`config.mk`:
```
export PLATFORM = sky130hd
export DESIGN_NAME = spi_slave_param_flat
export DESIGN_NICKNAME = d
export VERILOG_FILES = /design/src/rtl/spi_pkg.sv /design/src/rtl/spi_slave_param_if.sv /design/src/rtl/spi_sync_edge.sv /design/src/rtl/spi_slave_param.sv /design/src/flat_wrapper.sv
export SDC_FILE = /design/constraint.sdc
export NUM_CORES = 1
export LEC_CHECK = 0
export CAP_MARGIN = 10
export CELL_PAD_IN_SITES_DETAIL_PLACEMENT = 0
export CELL_PAD_IN_SITES_GLOBAL_PLACEMENT = 1
export CORE_ASPECT_RATIO = 0.75
export CORE_MARGIN = 10
export CORE_UTILIZATION = 44
export CTS_CLUSTER_SIZE = 16
export DETAILED_ROUTE_END_ITERATION = 10
export GPL_TIMING_DRIVEN = 0
export HOLD_SLACK_MARGIN = 0.06
export PLACE_DENSITY = 0.92
export SETUP_SLACK_MARGIN = 0.2
export SLEW_MARGIN = 20
export SYNTH_ARGS = -nofsm -noshare
export SYNTH_HDL_FRONTEND = slang
export SYNTH_HIERARCHICAL = 1
export SYNTH_SLANG_ARGS = --single-unit
```
`constraint.sdc`:
```
create_clock -name clk_sb -period 3.2 [get_ports clk_sb]
set_input_delay 0.32 -clock clk_sb [delete_from_list [all_inputs] [get_ports clk_sb]]
set_output_delay 0.32 -clock clk_sb [all_outputs]
set_load 0.01 [all_outputs]
```
`src/rtl/spi_pkg.sv`:
```
`default_nettype none
// ---------------------------------------------------------------------------
// spi_pkg : shared SPI mode encodings, bit-count sizing and idle-word default
// Rev 1.0
// ---------------------------------------------------------------------------
package spi_pkg;

  typedef enum logic [1:0] {
    SPI_MODE0 = 2'b00,
    SPI_MODE1 = 2'b01,
    SPI_MODE2 = 2'b10,
    SPI_MODE3 = 2'b11
  } spi_mode_e;

  localparam logic [31:0] SPI_TX_IDLE_DEFAULT = 32'h0000_0000;

  function automatic int spi_cnt_width(input int width);
    return (width <= 2) ? 1 : $clog2(width);
  endfunction

endpackage
`default_nettype wire

```
`src/rtl/spi_slave_param_if.sv`:
```
`default_nettype none
// ---------------------------------------------------------------------------
// spi_slave_param_if : SPI pins plus TX/RX handshake bundle for spi_slave_param
// Rev 1.0
// ---------------------------------------------------------------------------
interface spi_slave_param_if #(
  parameter int WORD_WIDTH = 8
);
  logic                  sclk;
  logic                  mosi;
  logic                  cs_n;
  logic                  miso;
  logic                  miso_en;
  logic [WORD_WIDTH-1:0] tx_data;
  logic                  tx_valid;
  logic                  tx_ready;
  logic                  tx_underrun;
  logic [WORD_WIDTH-1:0] rx_data;
  logic                  rx_valid;
  logic                  frame_abort;
  logic                  busy;

  modport slave (
    input  sclk, mosi, cs_n, tx_data, tx_valid,
    output miso, miso_en, tx_ready, tx_underrun, rx_data, rx_valid, frame_abort, busy
  );

  modport master (
    output sclk, mosi, cs_n, tx_data, tx_valid,
    input  miso, miso_en, tx_ready, tx_underrun, rx_data, rx_valid, frame_abort, busy
  );
endinterface
`default_nettype wire

```
`src/rtl/spi_sync_edge.sv`:
```
`default_nettype none
// ---------------------------------------------------------------------------
// spi_sync_edge : multi-flop synchroniser with rise/fall detect on one input
// Rev 1.0
// ---------------------------------------------------------------------------
module spi_sync_edge #(
  parameter int SYNC_STAGES = 2,
  parameter bit RST_VAL     = 1'b0
) (
  input  wire  clk,
  input  wire  rst,
  input  wire  i_async,
  output logic o_sync,
  output logic o_rise,
  output logic o_fall
);

  logic [SYNC_STAGES-1:0] r_sync;
  logic                   r_hist;

  always_ff @(posedge clk) begin
    if (rst) begin
      r_sync <= {SYNC_STAGES{RST_VAL}};
      r_hist <= RST_VAL;
    end else begin
      r_sync <= {r_sync[SYNC_STAGES-2:0], i_async};
      r_hist <= r_sync[SYNC_STAGES-1];
    end
  end

  assign o_sync = r_sync[SYNC_STAGES-1];
  assign o_rise = r_sync[SYNC_STAGES-1] & ~r_hist;
  assign o_fall = ~r_sync[SYNC_STAGES-1] & r_hist;

endmodule
`default_nettype wire

```
`src/rtl/spi_slave_param.sv`:
```
`default_nettype none
// ---------------------------------------------------------------------------
// spi_slave_param : oversampled SPI slave, any mode/width, valid/ready TX path
// Rev 1.0
// ---------------------------------------------------------------------------
module spi_slave_param
  import spi_pkg::*;
#(
  parameter int                    WORD_WIDTH  = 8,
  parameter bit                    CPOL        = 1'b0,
  parameter bit                    CPHA        = 1'b0,
  parameter bit                    MSB_FIRST   = 1'b1,
  parameter int                    SYNC_STAGES = 2,
  parameter logic [WORD_WIDTH-1:0] TX_IDLE     = WORD_WIDTH'(SPI_TX_IDLE_DEFAULT)
) (
  input wire               clk_sb,
  input wire               reset,
  spi_slave_param_if.slave bus
);

  localparam int              CNT_W   = spi_cnt_width(WORD_WIDTH);
  localparam logic [CNT_W-1:0] CNT_MAX = CNT_W'(WORD_WIDTH - 1);
  localparam spi_mode_e       MODE    = spi_mode_e'({CPOL, CPHA});
  localparam bit SAMPLE_ON_LEAD = (MODE == SPI_MODE0) || (MODE == SPI_MODE2);

  localparam logic [1:0] ST_LOCKOUT = 2'd0;
  localparam logic [1:0] ST_IDLE    = 2'd1;
  localparam logic [1:0] ST_ACTIVE  = 2'd2;

  logic w_sclk_sync, w_sclk_rise, w_sclk_fall;
  logic w_cs_sync, w_cs_rise, w_cs_fall;
  logic [SYNC_STAGES-1:0] r_mosi_sync;
  logic w_mosi;

  spi_sync_edge #(.SYNC_STAGES(SYNC_STAGES), .RST_VAL(CPOL)) u_sclk_sync (
    .clk(clk_sb), .rst(reset), .i_async(bus.sclk),
    .o_sync(w_sclk_sync), .o_rise(w_sclk_rise), .o_fall(w_sclk_fall)
  );

  // cs_n resets to "active" so a frame in flight at reset is never seen as a fresh cs_fall
  spi_sync_edge #(.SYNC_STAGES(SYNC_STAGES), .RST_VAL(1'b0)) u_cs_sync (
    .clk(clk_sb), .rst(reset), .i_async(bus.cs_n),
    .o_sync(w_cs_sync), .o_rise(w_cs_rise), .o_fall(w_cs_fall)
  );

  always_ff @(posedge clk_sb) begin
    if (reset) r_mosi_sync <= '0;
    else       r_mosi_sync <= {r_mosi_sync[SYNC_STAGES-2:0], bus.mosi};
  end
  assign w_mosi = r_mosi_sync[SYNC_STAGES-1];

  logic [1:0] r_state, w_state_next;
  logic       w_frame_start, w_in_frame, w_frame_end, w_busy;

  always_ff @(posedge clk_sb) begin
    if (reset) r_state <= ST_LOCKOUT;
    else       r_state <= w_state_next;
  end

  always_comb begin
    w_state_next = r_state;
    case (r_state)
      ST_LOCKOUT: if (w_cs_sync) w_state_next = ST_IDLE;
      ST_IDLE:    if (w_cs_fall) w_state_next = ST_ACTIVE;
      ST_ACTIVE:  if (w_cs_rise) w_state_next = ST_IDLE;
      default:    w_state_next = ST_LOCKOUT;
    endcase
  end

  always_comb begin
    w_frame_start = (r_state == ST_IDLE) & w_cs_fall;
    w_in_frame    = (r_state == ST_ACTIVE) & ~w_cs_sync;
    w_frame_end   = (r_state == ST_ACTIVE) & w_cs_rise;
    w_busy        = w_frame_start | w_in_frame;
  end

  logic w_sclk_edge, w_lead, w_trail, w_sample, w_shift, w_word_start;
  logic [CNT_W-1:0] r_cnt;
  logic             r_word_done;
  logic             w_cnt_zero;

  assign w_sclk_edge = w_sclk_rise | w_sclk_fall;
  assign w_lead      = w_sclk_edge & (w_sclk_sync != CPOL);
  assign w_trail     = w_sclk_edge & (w_sclk_sync == CPOL);
  assign w_sample    = w_in_frame & (SAMPLE_ON_LEAD ? w_lead : w_trail);
  assign w_shift     = w_in_frame & (SAMPLE_ON_LEAD ? w_trail : w_lead);
  assign w_cnt_zero  = (r_cnt == '0);
  assign w_word_start = SAMPLE_ON_LEAD
                      ? (w_frame_start | (w_shift & w_cnt_zero & r_word_done))
                      : (w_shift & w_cnt_zero);

  logic [WORD_WIDTH-1:0] r_rx_shift, r_rx_data, w_rx_shift_next;
  logic                  r_rx_done, r_rx_valid, r_frame_abort, r_miso_en;

  assign w_rx_shift_next = MSB_FIRST ? {r_rx_shift[WORD_WIDTH-2:0], w_mosi}
                                     : {w_mosi, r_rx_shift[WORD_WIDTH-1:1]};

  always_ff @(posedge clk_sb) begin
    if (reset) begin
      r_cnt         <= '0;
      r_word_done   <= 1'b0;
      r_rx_shift    <= '0;
      r_rx_done     <= 1'b0;
      r_rx_data     <= '0;
      r_rx_valid    <= 1'b0;
      r_frame_abort <= 1'b0;
      r_miso_en     <= 1'b0;
    end else begin
      r_rx_done     <= 1'b0;
      r_rx_valid    <= r_rx_done;
      r_frame_abort <= 1'b0;
      r_miso_en     <= w_busy;
      if (r_rx_done) r_rx_data <= r_rx_shift;
      if (w_frame_end) begin
        r_cnt         <= '0;
        r_word_done   <= 1'b0;
        r_frame_abort <= ~w_cnt_zero;
      end else if (w_sample) begin
        r_rx_shift <= w_rx_shift_next;
        if (r_cnt == CNT_MAX) begin
          r_cnt       <= '0;
          r_rx_done   <= 1'b1;
          r_word_done <= 1'b1;
        end else begin
          r_cnt <= r_cnt + 1'b1;
        end
      end
    end
  end

  logic [WORD_WIDTH-1:0] r_hold, r_tx_shift, w_load_word, w_load_rest, w_next_rest;
  logic                  r_hold_full, r_miso, r_tx_underrun, w_accept;
  logic                  w_load_first, w_next_bit;

  // A word starting in the same cycle as an accept sees the pre-accept holding state
  assign w_accept     = bus.tx_valid & ~r_hold_full;
  assign w_load_word  = r_hold_full ? r_hold : TX_IDLE;
  assign w_load_first = MSB_FIRST ? w_load_word[WORD_WIDTH-1] : w_load_word[0];
  assign w_load_rest  = MSB_FIRST ? {w_load_word[WORD_WIDTH-2:0], 1'b0}
                                  : {1'b0, w_load_word[WORD_WIDTH-1:1]};
  assign w_next_bit   = MSB_FIRST ? r_tx_shift[WORD_WIDTH-1] : r_tx_shift[0];
  assign w_next_rest  = MSB_FIRST ? {r_tx_shift[WORD_WIDTH-2:0], 1'b0}
                                  : {1'b0, r_tx_shift[WORD_WIDTH-1:1]};

  always_ff @(posedge clk_sb) begin
    if (reset) begin
      r_hold        <= '0;
      r_hold_full   <= 1'b0;
      r_tx_shift    <= '0;
      r_miso        <= 1'b0;
      r_tx_underrun <= 1'b0;
    end else begin
      r_tx_underrun <= 1'b0;
      if (w_word_start) begin
        r_miso        <= w_load_first;
        r_tx_shift    <= w_load_rest;
        r_tx_underrun <= ~r_hold_full;
      end else if (w_shift) begin
        r_miso     <= w_next_bit;
        r_tx_shift <= w_next_rest;
      end
      if (w_word_start && r_hold_full) begin
        r_hold_full <= 1'b0;
      end else if (w_accept) begin
        r_hold      <= bus.tx_data;
        r_hold_full <= 1'b1;
      end
    end
  end

  assign bus.miso        = r_miso;
  assign bus.miso_en     = r_miso_en;
  assign bus.tx_ready    = ~r_hold_full;
  assign bus.tx_underrun = r_tx_underrun;
  assign bus.rx_data     = r_rx_data;
  assign bus.rx_valid    = r_rx_valid;
  assign bus.frame_abort = r_frame_abort;
  assign bus.busy        = w_busy;

endmodule
`default_nettype wire

```
`src/flat_wrapper.sv`:
```
// flat-port wrapper written by rule: the top's interface ports become plain ports
module spi_slave_param_flat import spi_pkg::*;
#(
  parameter int                    WORD_WIDTH  = 8,
  parameter bit                    CPOL        = 1'b0,
  parameter bit                    CPHA        = 1'b0,
  parameter bit                    MSB_FIRST   = 1'b1,
  parameter int                    SYNC_STAGES = 2,
  parameter logic [WORD_WIDTH-1:0] TX_IDLE     = WORD_WIDTH'(SPI_TX_IDLE_DEFAULT)
)
  (clk_sb, reset, bus_sclk, bus_mosi, bus_cs_n, bus_tx_data, bus_tx_valid, bus_miso, bus_miso_en, bus_tx_ready, bus_tx_underrun, bus_rx_data, bus_rx_valid, bus_frame_abort, bus_busy);
  spi_slave_param_if #(.WORD_WIDTH(WORD_WIDTH)) bus_i ();
  input wire clk_sb;
  input wire reset;
  input wire logic [$bits(bus_i.sclk)-1:0] bus_sclk;
  input wire logic [$bits(bus_i.mosi)-1:0] bus_mosi;
  input wire logic [$bits(bus_i.cs_n)-1:0] bus_cs_n;
  input wire logic [$bits(bus_i.tx_data)-1:0] bus_tx_data;
  input wire logic [$bits(bus_i.tx_valid)-1:0] bus_tx_valid;
  output wire logic [$bits(bus_i.miso)-1:0] bus_miso;
  output wire logic [$bits(bus_i.miso_en)-1:0] bus_miso_en;
  output wire logic [$bits(bus_i.tx_ready)-1:0] bus_tx_ready;
  output wire logic [$bits(bus_i.tx_underrun)-1:0] bus_tx_underrun;
  output wire logic [$bits(bus_i.rx_data)-1:0] bus_rx_data;
  output wire logic [$bits(bus_i.rx_valid)-1:0] bus_rx_valid;
  output wire logic [$bits(bus_i.frame_abort)-1:0] bus_frame_abort;
  output wire logic [$bits(bus_i.busy)-1:0] bus_busy;
  assign bus_i.sclk = bus_sclk;
  assign bus_i.mosi = bus_mosi;
  assign bus_i.cs_n = bus_cs_n;
  assign bus_i.tx_data = bus_tx_data;
  assign bus_i.tx_valid = bus_tx_valid;
  assign bus_miso = bus_i.miso;
  assign bus_miso_en = bus_i.miso_en;
  assign bus_tx_ready = bus_i.tx_ready;
  assign bus_tx_underrun = bus_i.tx_underrun;
  assign bus_rx_data = bus_i.rx_data;
  assign bus_rx_valid = bus_i.rx_valid;
  assign bus_frame_abort = bus_i.frame_abort;
  assign bus_busy = bus_i.busy;
  spi_slave_param #(.WORD_WIDTH(WORD_WIDTH), .CPOL(CPOL), .CPHA(CPHA), .MSB_FIRST(MSB_FIRST), .SYNC_STAGES(SYNC_STAGES), .TX_IDLE(TX_IDLE)) u_core (.clk_sb(clk_sb), .reset(reset), .bus(bus_i));
endmodule
```
Yosys cells after proc, flatten, opt, wreduce, memory -nomap -nowiden
Cells that the tools add are included.
{"block": "totals", "ff_bits": 52}
{"block": "op_classes", "n_bitwise": 27, "n_mux": 11, "eq_ne": 6, "n_addsub": 1, "reduce_logical": 13}
{"operator": "2-to-1 mux 8 bit", "count": 3}
{"operator": "AND 1 bit", "count": 14}
{"operator": "inverter 1 bit", "count": 10}
{"operator": "OR reduction 2 bit", "count": 4}
{"operator": "2-to-1 mux 2 bit", "count": 3}
{"operator": "case mux 2 bit (3 select lines)", "count": 1}
{"operator": "AND reduction 2 bit", "count": 3}
{"operator": "inequality test 2 x 1 -> 1 bit, second input constant", "count": 2}
{"operator": "adder 3 x 1 -> 3 bit, second input constant", "count": 1}
{"operator": "equality test 3 bit, second input constant", "count": 1}
{"operator": "zero test 3 bit", "count": 1}
{"operator": "2-to-1 mux 1 bit", "count": 3}
{"operator": "2-to-1 mux 3 bit", "count": 1}
{"operator": "bitwise OR 1 bit", "count": 3}
{"operator": "AND reduction 3 bit", "count": 1}
{"operator": "OR reduction 3 bit", "count": 1}
{"operator": "equality test 2 x 1 -> 1 bit, second input constant", "count": 1}
{"operator": "equality test 2 bit, second input constant", "count": 1}
{"operator": "zero test 2 bit", "count": 1}
{"operator": "inequality test 2 bit, second input constant", "count": 1}
{"operator": "nonzero test 2 bit", "count": 1}
{"operator": "logical AND 1 bit", "count": 1}

Depth between registers and ports, before layout
{"block": "depth", "ltp_word": 11, "ltp_mapped": 7, "mapped_depth_nobuf": 6}

Cells and area by module
The synthesis kept the hierarchy.
{"module": "spi_slave_param", "cells_each": 187, "seq_area_each_um2": 920.9, "area_per_inst_um2": 1833.0, "instances": 1}
{"module": "spi_sync_edge", "cells_each": 8, "seq_area_each_um2": 60.1, "area_per_inst_um2": 91.3, "instances": 2}

Least setup slack after synthesis
Ideal clock, no wire load.
{"block": "synth_path", "kind": "register to register", "startpoint": "register u_core.u_sclk_sync.r_sync[1]", "endpoint": "register u_core.r_rx_shift[0]", "setup_slack_ns": 1.558, "path_stages_with_launch": 7, "t_arrival_ns": 1.570, "synth_period_minus_slack_ns": 1.642, "path_buffers": 1, "t_required_ns": 3.128, "path_cell_list": "dfxtp_1 > nor2b_1 > nor2_1 > nor4b_4 > nor2b_1 > buf_4 > mux2i_1"}
{"element": "start: declaration", "line_no": "spi_sync_edge.sv:18", "source": "logic [SYNC_STAGES-1:0] r_sync;"}
{"element": "start signal: assignment", "line_no": "spi_sync_edge.sv:23", "source": "r_sync <= {SYNC_STAGES{RST_VAL}};"}
{"element": "start signal: assignment", "line_no": "spi_sync_edge.sv:26", "source": "r_sync <= {r_sync[SYNC_STAGES-2:0], i_async};"}
{"element": "AND 1 bit", "line_no": "spi_sync_edge.sv:32", "source": "assign o_rise = r_sync[SYNC_STAGES-1] & ~r_hist;"}
{"element": "named net u_core.w_sclk_rise", "line_no": "spi_slave_param.sv:30", "source": "logic w_sclk_sync, w_sclk_rise, w_sclk_fall;"}
{"element": "bitwise OR 1 bit", "line_no": "spi_slave_param.sv:82", "source": "assign w_sclk_edge = w_sclk_rise | w_sclk_fall;"}
{"element": "AND 1 bit", "line_no": "spi_slave_param.sv:83", "source": "assign w_lead = w_sclk_edge & (w_sclk_sync != CPOL);"}
{"element": "AND 1 bit", "line_no": "spi_slave_param.sv:85", "source": "assign w_sample = w_in_frame & (SAMPLE_ON_LEAD ? w_lead : w_trail);"}
{"element": "AND reduction 2 bit (no source line)"}
{"element": "end signal: assignment", "line_no": "spi_slave_param.sv:119", "source": "r_rx_shift <= w_rx_shift_next;"}
{"element": "end: declaration", "line_no": "spi_slave_param.sv:92", "source": "logic [WORD_WIDTH-1:0] r_rx_shift, r_rx_data, w_rx_shift_next;"}
The timed path passes the listed nets, and every way through them passes these cells.
A chain may end at the register's enable or synchronous reset.

Final worst setup path
{"block": "layout_path", "startpoint": "register u_core.u_cs_sync.r_sync[1]", "endpoint": "output bus_busy"}
{"block": "layout_between", "elab_chain_cells": 4}
{"element": "start: declaration", "line_no": "spi_sync_edge.sv:18"}
{"element": "start signal: assignment", "line_no": "spi_sync_edge.sv:23"}
{"element": "start signal: assignment", "line_no": "spi_sync_edge.sv:26"}
{"element": "inverter 1 bit", "line_no": "spi_sync_edge.sv:33", "source": "assign o_fall = ~r_sync[SYNC_STAGES-1] & r_hist;"}
{"element": "AND 1 bit", "line_no": "spi_sync_edge.sv:33"}
{"element": "named net u_core.w_cs_fall", "line_no": "spi_slave_param.sv:31", "source": "logic w_cs_sync, w_cs_rise, w_cs_fall;"}
{"element": "AND 1 bit", "line_no": "spi_slave_param.sv:71", "source": "w_frame_start = (r_state == ST_IDLE) & w_cs_fall;"}
{"element": "bitwise OR 1 bit", "line_no": "spi_slave_param.sv:74", "source": "w_busy = w_frame_start | w_in_frame;"}
{"element": "end: declaration", "line_no": "flat_wrapper.sv:27", "source": "output wire logic [$bits(bus_i.busy)-1:0] bus_busy;"}
The timed path passes the listed nets, and every way through them passes these cells.

==> results.toml <==
[drt]
drtPass1Iterations = 4
wl_per_cell_um = 13.0
detailroute.via_count = 1464
drt_iter0_drc = 44
wirelength_um = 3840
detail-route-antenna-nets = 0
drc_errors = 0
met2_length_um = 1540
avgViaCountPerCell = 4.95
top_signal_layer_used = "met4"
routedLengthMet1_um = 1990
met3_wirelength_um = 260

[sta]
finalWorstPathRequiredPeriod_ps = 2240
max_slew.worst_pin.slew_ps = 657
final_max_slew_viol_count = 0
fin_tns_setup_ps = 0
slew_headroom_pct = 56.2
setup_violations = 0
hold_viol_final = 0
period_share_pct = 70.0
setup_repair_after_global_routing_missed_its_margin = "false"
clock_skew_ps = 14.3
fmaxAchievable_mhz = 446

[cts]
clk_pin_slew_ps = 80
cts_setup_buffers = 0
numCtsBuffers = 5
cts_tree = "built"
ctsResizeCount = 0
cts.hold.buffers_added = 0
tritoncts_num_sinks = 52
worst_skew_pair.late_latency_ps = 310
root_buffer = "clkbuf_8"
max-clock-path-buffers = 2
cts.htree.levels = 2

[pwr]
power.density_cell_area_nw_per_um2 = 453
p_total_uw = 1110
power.static_leakage_uw = 0.000896
irDropWorstVdd_uv = 231

[min_path]
min_from = "u_core/u_cs_sync/r_sync[0]$_SDFF_PP0_"
hp-class = "flip-flop to flip-flop"

[floorplanning]
fp.dieH_um = 78.6
fp.dieArea_um2 = 7720
floorplan.core_area_um2 = 4440
fp.dieW_um = 98.2
start_util_pct = 45.4
pin_count = 29
fp-row-count = 21

[yosys]
synthDistinctLibCells = 30
synth.top_cells.by_count = "dfxtp_1, nor2_1, mux2i_1, nand2_1, nor2b_1"
ys.flop_type = "dfxtp_1"
postSynthCellCount = 203
synth.area.top_cells = "dfxtp_1, mux2i_1, nor2b_1"
edff_count_synth = 0
synthArstFlopShare_pct = 0
ys_ff_latch = 52
synth_fp_nets = 220
synth_seq_area_share_pct = 51.6
synth_top_area_cell = "dfxtp_1"
ys_warn_count = 6
synth_top_cell_area_share_pct = 51.6
netlist_area_before_placement_um2 = 2020
avgSynthCellArea_um2 = 9.93
count_leader_synth = "dfxtp_1"

[placed_design]
dpl.hpwl_um = 2850
placed_cells = 288
io_buffers = 28
place_congestion = 0.749

[layout]
nets = 255
flow.area_growth_from_synthesis_pct = 21.9
antennaDiodeCount = 0
post_route_cells_drive_above_1_share_pct = 5.86
fillers = 407
layoutNonFillerInstCount = 296
finish.utilization_pct = 55.3

[worst_setup_path]
crit_path_end_kind = "output port"
worstPathArrival_ps = 1920
worstSetupStartpoint = "u_core/u_cs_sync/r_sync[1]$_SDFF_PP0_"
launching_point_of_the_worst_reg2reg_path = "u_core/u_sclk_sync/r_sync[1]$_SDFF_PP0_"
worst-setup-path-type = "flip-flop to output port"
worstPathRequired_ps = 2880
startpoint_type = "flip-flop"
cp_max_fo = 9

[grt]
grt_pass1_wl_um = 6500
grt_max_degree = 18
track_usage_pct = 9.87
antenna_found_initial = 0
first_global_vias = 1427
globalRouteOverflowTotal = 0

[outcome]
run_status = "finished clean"

[flow_run]
max_cap_viol_count = 0
[layout by cell type (no fill, tap or decap), drive strengths merged]
| master | netlist | routed |
|---|---|---|
| dfxtp | 52 | 52 |
| clkdlybuf4s50 | 0 | 28 |
| nor2 | 25 | 25 |
| nand2 | 20 | 20 |
| mux2i | 20 | 20 |
| nor2b | 18 | 18 |
| clkbuf | 7 | 12 |
| a21oi | 11 | 11 |
| nand2b | 11 | 11 |
| nor3 | 8 | 8 |
| a221oi | 6 | 6 |
| inv | 3 | 4 |
| nand3b | 4 | 4 |
| ha | 3 | 3 |
| buf | 2 | 2 |
| clkinvlp | 0 | 1 |
| clkinv | 0 | 1 |
| o21ai | 1 | 1 |
| o21a | 1 | 1 |
| nor4b | 1 | 1 |
| and3 | 1 | 1 |
| a21o | 1 | 1 |
| o41ai | 1 | 1 |
| and2 | 1 | 1 |
| a311oi | 1 | 1 |
| or3 | 1 | 1 |
| o31a | 1 | 1 |
| o2bb2ai | 1 | 1 |
| o41a | 1 | 1 |
| o31ai | 1 | 1 |
[layer usage]
layer / GRT usage, % / vias up
met5: 0 / -
met4: 3.57 / 0
met3: 3.67 / 7
met2: 14.7 / 38
met1: 12.7 / 657
li1: - / 762
[state kept, by name (all words and copies together), names as in the netlist, 2 cells and up]
name and flops:
u_core/bus.rx_data 8, u_core/r_hold 8, u_core/r_rx_shift 8, u_core/r_tx_shift 7, u_core/r_cnt 3, u_core/r_mosi_sync 2, u_core/r_state 2, u_core/u_cs_sync/r_sync 2
u_core/u_sclk_sync/r_sync 2
[area by class of cell]
cell class / instances / area [µm²] / area share (%)
clock buffer: 5 / 68.8 / 2.80
multi-input combinational: 139 / 926 / 37.7
clock inverter: 3 / 21.3 / 0.866
inverter: 3 / 11.3 / 0.458
tap: 57 / 71.3 / 2.90
sequential: 52 / 1040 / 42.4
timing repair buffer: 28 / 280 / 11.4
buffer: 9 / 37.5 / 1.53
[critical path, cell delays in order (launching register included)]
cell and delay (ps):
dfxtp_1 420, nor2b_1 270, nand3b_4 160, o21ai_0 170
clkdlybuf4s50_1 600
[per-stage QoR]
stage          cell area, µm²  setup slack [ps]  hold WS [ps]
6_report                 2460               960           446
4_1_cts                  2460               913           450
3_5_place_dp             2370               831           428
3_3_place_gp             2370               866           419
5_1_grt                  2460               779           463
2_1_floorplan            2020              1560           392
[power by group]
| part | leakage [µW] | total, µW | internal [µW] | switching (µW) |
|---|---|---|---|---|
| Sequential | 0.000422 | 671 | 661 | 10.7 |
| Combinational | 0.000430 | 66.5 | 33.0 | 33.5 |
| Clock | 0.0000445 | 375 | 156 | 220 |
[final timing paths]
kind	to	slack (ps)	cells past startpoint
worst min register to register	u_core/u_cs_sync/r_sync[1]$_SDFF_PP0_	450	1
worst max-delay path	bus_busy	960	4
worst max register to register	u_core/r_rx_shift[6]$_SDFFE_PP0P_	1320	6
worst min-delay path	u_core/u_cs_sync/r_sync[1]$_SDFF_PP0_	450	1
[cell families (layout without fill, tap and decap cells)]
family	Yosys count	after routing	share of synthesized area [%]
buffers and inverters	12	48	2.42
muxes	20	20	9.93
adders and majority gates	3	3	1.86
DFF	52	52	51.6
AOI/OAI and AO/OA	26	26	10.2
and+or+nand+nor	90	90	24.0
(Power assumes the default switching activity.)
